File: src/rtl/ten_pkg.sv
// Shared constants, operand type and the elaboration-time primality function.
package ten_pkg;

   localparam int TEN_WIDTH = 5;
   localparam int TEN_CNT_W = 16;

   typedef logic [TEN_WIDTH-1:0] operand_t;

   // Trial division; only evaluated on constants when the lookup table is built.
   function automatic logic is_prime(input int n);
      if (n < 2) return 1'b0;
      for (int d = 2; d * d <= n; d++) begin
         if (n % d == 0) return 1'b0;
      end
      return 1'b1;
   endfunction

endpackage

File: src/rtl/ten_prime_rom.sv
// Combinational primality lookup over a 2^WIDTH-entry constant table.
module ten_prime_rom
   import ten_pkg::*;
#(
   parameter int WIDTH = TEN_WIDTH
) (
   input  logic [WIDTH-1:0] a,
   output logic             prime
);

   localparam int DEPTH = 2 ** WIDTH;

   logic [DEPTH-1:0] rom_bits;

   // One constant bit per possible operand; nothing here exists at runtime but the mux.
   for (genvar i = 0; i < DEPTH; i++) begin : g_rom
      assign rom_bits[i] = is_prime(i);
   end

   assign prime = rom_bits[a];

endmodule

File: src/rtl/ten_unit.sv
// Registered prime detector: 1-cycle latency flag, valid strobe and saturating hit count.
module ten_unit
   import ten_pkg::*;
#(
   parameter int WIDTH = TEN_WIDTH,
   parameter int CNT_W = TEN_CNT_W
) (
   input  logic             clk,
   input  logic             rst,
   input  logic [WIDTH-1:0] A,
   input  logic             A_valid,
   output logic             P,
   output logic             P_valid,
   output logic [CNT_W-1:0] prime_cnt
);

   logic             raw_prime;
   logic             p_q;
   logic             vld_q;
   logic [CNT_W-1:0] cnt_q;

   ten_prime_rom #(.WIDTH(WIDTH)) u_rom (
      .a     (A),
      .prime (raw_prime)
   );

   // Flag register: only an accepted operand updates P, so a floating A while idle never reaches it.
   always_ff @(posedge clk) begin
      if (rst) begin
         p_q   <= 1'b0;
         vld_q <= 1'b0;
      end else begin
         vld_q <= A_valid;
         if (A_valid) p_q <= raw_prime;
      end
   end

   // Hit counter: counts accepted primes and sticks at all-ones instead of wrapping.
   always_ff @(posedge clk) begin
      if (rst) begin
         cnt_q <= '0;
      end else if (A_valid && raw_prime && (cnt_q != {CNT_W{1'b1}})) begin
         cnt_q <= cnt_q + 1'b1;
      end
   end

   assign P         = p_q;
   assign P_valid   = vld_q;
   assign prime_cnt = cnt_q;

endmodule

File: config.mk
export PLATFORM = sky130hd
export DESIGN_NAME = ten_unit
export DESIGN_NICKNAME = d
export VERILOG_FILES = /design/src/rtl/ten_pkg.sv /design/src/rtl/ten_prime_rom.sv /design/src/rtl/ten_unit.sv
export SDC_FILE = /design/constraint.sdc
export NUM_CORES = 1
export LEC_CHECK = 0
export ABC_CLOCK_PERIOD_IN_PS = 4600
export BUFFER_PORTS_ARGS = -buffer_cell sky130_fd_sc_hd__buf_2
export CORE_ASPECT_RATIO = 1.1
export CORE_UTILIZATION = 45
export DETAILED_ROUTE_END_ITERATION = 8
export PLACE_DENSITY = 0.79
export SLEW_MARGIN = 10
export SYNTH_ARGS = -nofsm -noshare
export SYNTH_HDL_FRONTEND = slang
export SYNTH_SLANG_ARGS = --single-unit
File: constraint.sdc
create_clock -name clk -period 4.6 [get_ports clk]
set_input_delay 0.69 -clock clk [delete_from_list [all_inputs] [get_ports clk]]
set_output_delay 0.69 -clock clk [all_outputs]
set_load 0.02 [all_outputs]
==> flow_metrics.tcl, run 1 <==
set metrics [dict create \
    finClkSkew_ns 0.000884 \
    finalHoldViolations 0 \
    die_width_microns 46.5 \
    synth_seq_cells 18 \
    synthesis.area_per_instance_sq_um 8.36 \
    cellPowerDensity_nw_per_um2 244 \
    synth_top_family_by_area "simple AND/OR/NAND/NOR gates" \
    routed-via-count 1001 \
    detail_route.drc_violations 0 \
    final-setup-viol-count 0 \
    number_of_antenna_violations_at_the_first_check_in_global_routing 0 \
    ys_dominant_reg_cell "dfxtp_1" \
    number_of_global_route_vias_before_repair 853 \
    setup-tns-final_ns 0 \
    whs_ns 0.508 \
    worst_slew_slack_as_a_fraction_of_its_limit_pct 50.3 \
    crit_path_max_fanout 28 \
    htree_num_levels 1 \
    rsz0062_at_grt "false" \
    clock_insertion_delay_worst_skew_ns 0.29 \
    globalRouteOverflowTotal 0 \
    synth_area_sq_um 978 \
    nets 150 \
    core_region_area_sq_um 2020 \
    timing.final.max_slew_violations 0 \
    antenna_cells_inserted 0 \
    fill_cells 201 \
    start_util_pct 48.4 \
    postRouteWirelength_microns 2090 \
    layout.core_utilization_pct 56.6 \
    worst_r2r_path_depth 5 \
    overall_die_area_sq_um 2370 \
    cts-root-to-sink-buffers 2 \
    drt_first_pass_iters 4 \
    synth-async-reset-ratio_pct 0 \
    clk_transition_reported_paths_ns 0.10 \
    final_antenna_net_count 0 \
    drt-wirelength-per-cell_microns 12.5 \
    hold_path_depth 2 \
    cts.repair_timing.setup_buffer_count 0 \
    dp_hpwl_microns 1530 \
    grt_max_degree 29 \
    post_route_fraction_of_the_period_consumed_by_the_critical_path_pct 55.4 \
    max_cap_violations 0 \
    worst_ep_required_time_ns 4.79 \
    post_cts_resize_count 0 \
    areaGrowthSynthToFinish_pct 16.9 \
    yosys.area_share.xor_xnor_pct 0 \
    synth_fa_ha_area_share_pct 1.28 \
    cts_hold_buf 0 \
    synthSimpleGateAreaFrac_pct 35.5 \
    cts_num_sinks 18 \
    ir_drop_uv 175 \
    number_of_enable_type_register_cells_in_the_synthesized_netlist 0 \
    worst-slew-pin-transition_ns 0.743 \
    io_pins 26 \
    setup.worst_path.end_class "register" \
    cts_tree "built" \
    critical_path_arrival_ns 2.74 \
    complex_gate_fraction_of_the_synthesized_area_pct 17.9 \
    cts-root-buf "clkbuf_4" \
    synthesis.nets 126 \
    power.static_leakage_uw 0.000429 \
    via_per_inst 5.96 \
    synth.mux.area_fraction_pct 4.48 \
    place.gp.congestion 0.838 \
    synthCells 117 \
    synth_cell_types 34 \
    layout-drive-gt1-share_pct 24.3 \
    final.min_clock_period_ns 2.55 \
    highest_achievable_clock_rate_mhz 393 \
    detailedRoute.firstIterationViolations 21 \
    groute.usage.overall_pct 20.4 \
    run_status "completed" \
    rows 17 \
    criticalPathCategory "primary input to register" \
    yosys_warnings 0 \
    yosysSeqAreaShare_pct 36.8 \
    portbufs 25 \
    die_h_microns 50.9 \
    worst_min_path_class "register to register" \
    setup.worst_path.start_class "primary input" \
    grt_first_pass_wirelength_microns 3580 \
    number_of_cts_inserted_buffers 3 \
]
==> layout make-up <==
type	count	area (sq um)	share of cell area, %
multi-input cells	91	579	50.7
repair buffers	25	125	10.9
flip-flops and latches	18	360	31.5
clock buffers	4	36.3	3.17
well taps	28	35.0	3.06
inverters	2	7.51	0.656
==> stage by stage <==
| step | power, uW | setup WS (ns) | area, sq um | cells |
|---|---|---|---|---|
| after floorplan | 179 | 2.15 | 978 | 117 |
| after global placement | 185 | 1.81 | 1110 | 164 |
| after detailed placement | 186 | 1.73 | 1110 | 164 |
| after CTS | 283 | 2.05 | 1140 | 168 |
| after global routing | 293 | 1.85 | 1140 | 168 |
| final | 279 | 2.05 | 1140 | 168 |
==> flip-flops by register name, summed over array words and instances (netlist names) <==
register   flops
prime_cnt     16
P_valid        1
P              1
==> layout by cell type (no fill, tap or decap), types with 2 or more instances in the layout <==
| cell | n |
|---|---|
| a21oi_1 | 11 |
| and2_1 | 2 |
| and4_1 | 3 |
| buf_2 | 25 |
| clkbuf_4 | 3 |
| dfxtp_1 | 18 |
| inv_1 | 2 |
| mux2_2 | 3 |
| nand2_1 | 8 |
| nand2b_1 | 3 |
| nand3_1 | 5 |
| nand4_1 | 4 |
| nor2_1 | 10 |
| nor2b_1 | 3 |
| nor3b_1 | 2 |
| nor4_1 | 2 |
| o21ai_0 | 2 |
| o31ai_1 | 8 |
| or3_1 | 3 |
| or4_1 | 9 |
==> cell usage after synthesis (2+ instances only) <==
library cell | n | area share, %
a21oi_1 | 11 | 5.6
and2_1 | 2 | 1.3
and4_1 | 3 | 2.7
clkbuf_1 | 4 | 1.5
dfxtp_1 | 18 | 37
inv_1 | 2 | 0.77
mux2_2 | 3 | 3.5
nand2_1 | 8 | 3.1
nand2b_1 | 3 | 1.9
nand3_1 | 5 | 2.6
nand4_1 | 4 | 2.6
nor2_1 | 10 | 3.8
nor2b_1 | 3 | 1.9
nor3b_1 | 2 | 1.5
nor4_1 | 2 | 1.3
o21ai_0 | 2 | 1.0
o31ai_1 | 8 | 6.1
or3_1 | 3 | 1.9
or4_1 | 9 | 6.9
==> critical path, cell delays in order <==
cell and delay, ns:
buf_2 0.12, and3b_1 0.19, o21bai_2 0.14, or4b_1 0.81, nor4_1 0.42, mux2_2 0.37
==> per-layer routing <==
layer,routed length (microns),GRT usage [%],up-vias
met5,0,0,-
li1,-,-,499
met2,1090,33.6,34
met1,860,25.0,464
met3,109,3.53,4
met4,31,9.31,0
==> power breakdown <==
part,leakage (uW),internal (uW),switching (uW)
logic,0.000262,8.43,14.9
clock network,0.0000210,48.2,48.8
registers,0.000145,158,1.20
total,0.000429,214,64.8
==> logic make-up after synthesis <==
logic type | count (synthesis)
and+or+nand+nor | 59
AOI/OAI and AO/OA | 27
DFF | 18
buffers and inverters | 8
muxes | 4
adders and majority gates | 1
==> final timing paths <==
path,slack (ns),from,endpoint
setup / recovery,2.05,A[2],prime_cnt[8]
hold / removal,0.51,prime_cnt[14],prime_cnt[14]
setup reg to reg,2.47,prime_cnt[2],prime_cnt[2]
hold reg to reg,0.51,prime_cnt[14],prime_cnt[14]
Power figures use the tool's default switching activity.
==> run 2, diff against run 1 <==
--- a/config.mk
+++ b/config.mk
@@ -5,12 +5,12 @@
 export SDC_FILE = /design/constraint.sdc
 export NUM_CORES = 1
 export LEC_CHECK = 0
-export ABC_CLOCK_PERIOD_IN_PS = 4600
+export ABC_CLOCK_PERIOD_IN_PS = 2200
 export BUFFER_PORTS_ARGS = -buffer_cell sky130_fd_sc_hd__buf_2
 export CORE_ASPECT_RATIO = 1.1
 export CORE_UTILIZATION = 45
 export DETAILED_ROUTE_END_ITERATION = 8
-export PLACE_DENSITY = 0.79
+export PLACE_DENSITY = 0.82
 export SLEW_MARGIN = 10
 export SYNTH_ARGS = -nofsm -noshare
 export SYNTH_HDL_FRONTEND = slang
==> constraint.sdc (replaced) <==
create_clock -name clk -period 2.2 [get_ports clk]
set_input_delay 0.33 -clock clk [delete_from_list [all_inputs] [get_ports clk]]
set_output_delay 0.33 -clock clk [all_outputs]
set_load 0.02 [all_outputs]
==> flow_metrics.tcl, run 2 (synthesis gave the netlist of run 1 again) <==
set metrics [dict create \
    routed-via-count 992 \
    dp_hpwl_microns 1510 \
    run_status "completed" \
    place.detailed.instances 167 \
    htree_num_levels 1 \
    drt_first_pass_iters 4 \
    drt-wirelength-per-cell_microns 12.0 \
    ir_drop_uv 312 \
    layout_setup_ws_ns 0.274 \
    detailedRoute.firstIterationViolations 25 \
    final.min_clock_period_ns 1.93 \
    start_util_pct 48.4 \
    core_region_area_sq_um 2020 \
    layout_commonest_cell "buf_2" \
    cts-root-buf "clkbuf_4" \
    rows 17 \
    timing.final.max_slew_violations 0 \
    worst_min_path_class "primary input to register" \
    crit_path_max_fanout 24 \
    detail_route.drc_violations 0 \
    post_route_fraction_of_the_period_consumed_by_the_critical_path_pct 87.5 \
    areaGrowthSynthToFinish_pct 17.8 \
    grt_first_pass_wirelength_microns 3460 \
    worst_slew_slack_as_a_fraction_of_its_limit_pct 72.2 \
    final_cells 170 \
    setup-tns-final_ns 0 \
    mostFrequentLayoutCells "buf_2, dfxtp_1, a21oi_1" \
    clock_insertion_delay_worst_skew_ns 0.28 \
    setup.worst_path.end_class "register" \
    portbufs 25 \
    finalHoldViolations 0 \
    overall_die_area_sq_um 2370 \
    register_area_sq_um 360 \
    grt_max_degree 25 \
    cts_hold_buf 0 \
    die_h_microns 50.9 \
    cellPowerDensity_nw_per_um2 475 \
    multiInputGateArea_sq_um 579 \
    number_of_cts_inserted_buffers 3 \
    postRouteWirelength_microns 2040 \
    globalRouteOverflowTotal 0 \
    setup.worst_path.start_class "primary input" \
    criticalPathCategory "primary input to register" \
    power.static_leakage_uw 0.000436 \
    clk_transition_reported_paths_ns 0.11 \
    fill_cells 183 \
    via_per_inst 5.84 \
    post_cts_resize_count 0 \
    max_cap_violations 0 \
    finClkSkew_ns 0.00551 \
    final_antenna_net_count 0 \
    largest_register_ff_count 16 \
    worst_ep_required_time_ns 2.39 \
    cts-root-to-sink-buffers 2 \
    worst-slew-pin-transition_ns 0.416 \
    rsz0062_at_grt "false" \
    groute.usage.overall_pct 19.5 \
    antenna_cells_inserted 0 \
    cts.repair_timing.setup_buffer_count 0 \
    place.gp.congestion 0.839 \
    number_of_antenna_violations_at_the_first_check_in_global_routing 0 \
    layout-drive-gt1-share_pct 25.4 \
    cts_num_sinks 18 \
    critical_path_arrival_ns 2.11 \
    place_ws_ns -0.0380 \
    number_of_global_route_vias_before_repair 863 \
    die_width_microns 46.5 \
    nets 153 \
    io_pins 26 \
    highest_achievable_clock_rate_mhz 519 \
    cts_tree "built" \
    final-setup-viol-count 0 \
]
run 2: cell count changes in the layout (fill, tap and decap cells not counted), sizes merged:
cell	previous run	this run
clkbuf	4	3
buf	25	28
run 2: layer usage:
metal  up-vias  GRT usage (%)  share of wire [%]
met5         -              0                  0
met4         0           6.86               0.69
met3         2           3.18                3.4
met2        23           31.9                 51
met1       471           25.1                 45
li1        496              -                  -
run 2: worst max-delay path: stages:
cell      delay [ns]
buf_2           0.12
and3b_1         0.18
o21bai_2        0.13
or4b_1          0.44
buf_4           0.22
nor4_1          0.32
mux2_2          0.37
run 2: path summary, 6_finish.rpt:
check             depth (start not counted)  slack, ns           from            end
setup reg to reg                          6       0.35   prime_cnt[2]   prime_cnt[0]
hold reg to reg                           2       0.52  prime_cnt[14]  prime_cnt[14]
hold / removal                            3       0.30        A_valid        P_valid
setup / recovery                          7       0.27           A[2]   prime_cnt[8]
run 2: cell type report:
cell class / count / share of cell area, %
multi-input combinational: 91 / 50.3
sequential: 18 / 31.3
timing repair buffer: 28 / 12.8
tap: 28 / 3.04
clock buffer: 3 / 1.95
inverter: 2 / 0.651
run 2: power by group:
group	switching, uW	leakage [uW]	total, uW	internal [uW]
combinational	31.7	0.000276	52.2	20.5
sequential	2.48	0.000145	332	330
clock	99.6	0.0000138	163	63.5
run 2: metrics by stage:
step | util (%) | total power (uW) | instance area [sq um] | hold WS, ns
floorplan | - | 374 | 978 | 0.468
global placement | 55.9 | 389 | 1130 | 0.486
detailed placement | 55.9 | 392 | 1130 | 0.495
CTS | 57.0 | 551 | 1150 | 0.295
global route | 57.0 | 572 | 1150 | 0.297
finish | 57.0 | 547 | 1150 | 0.297
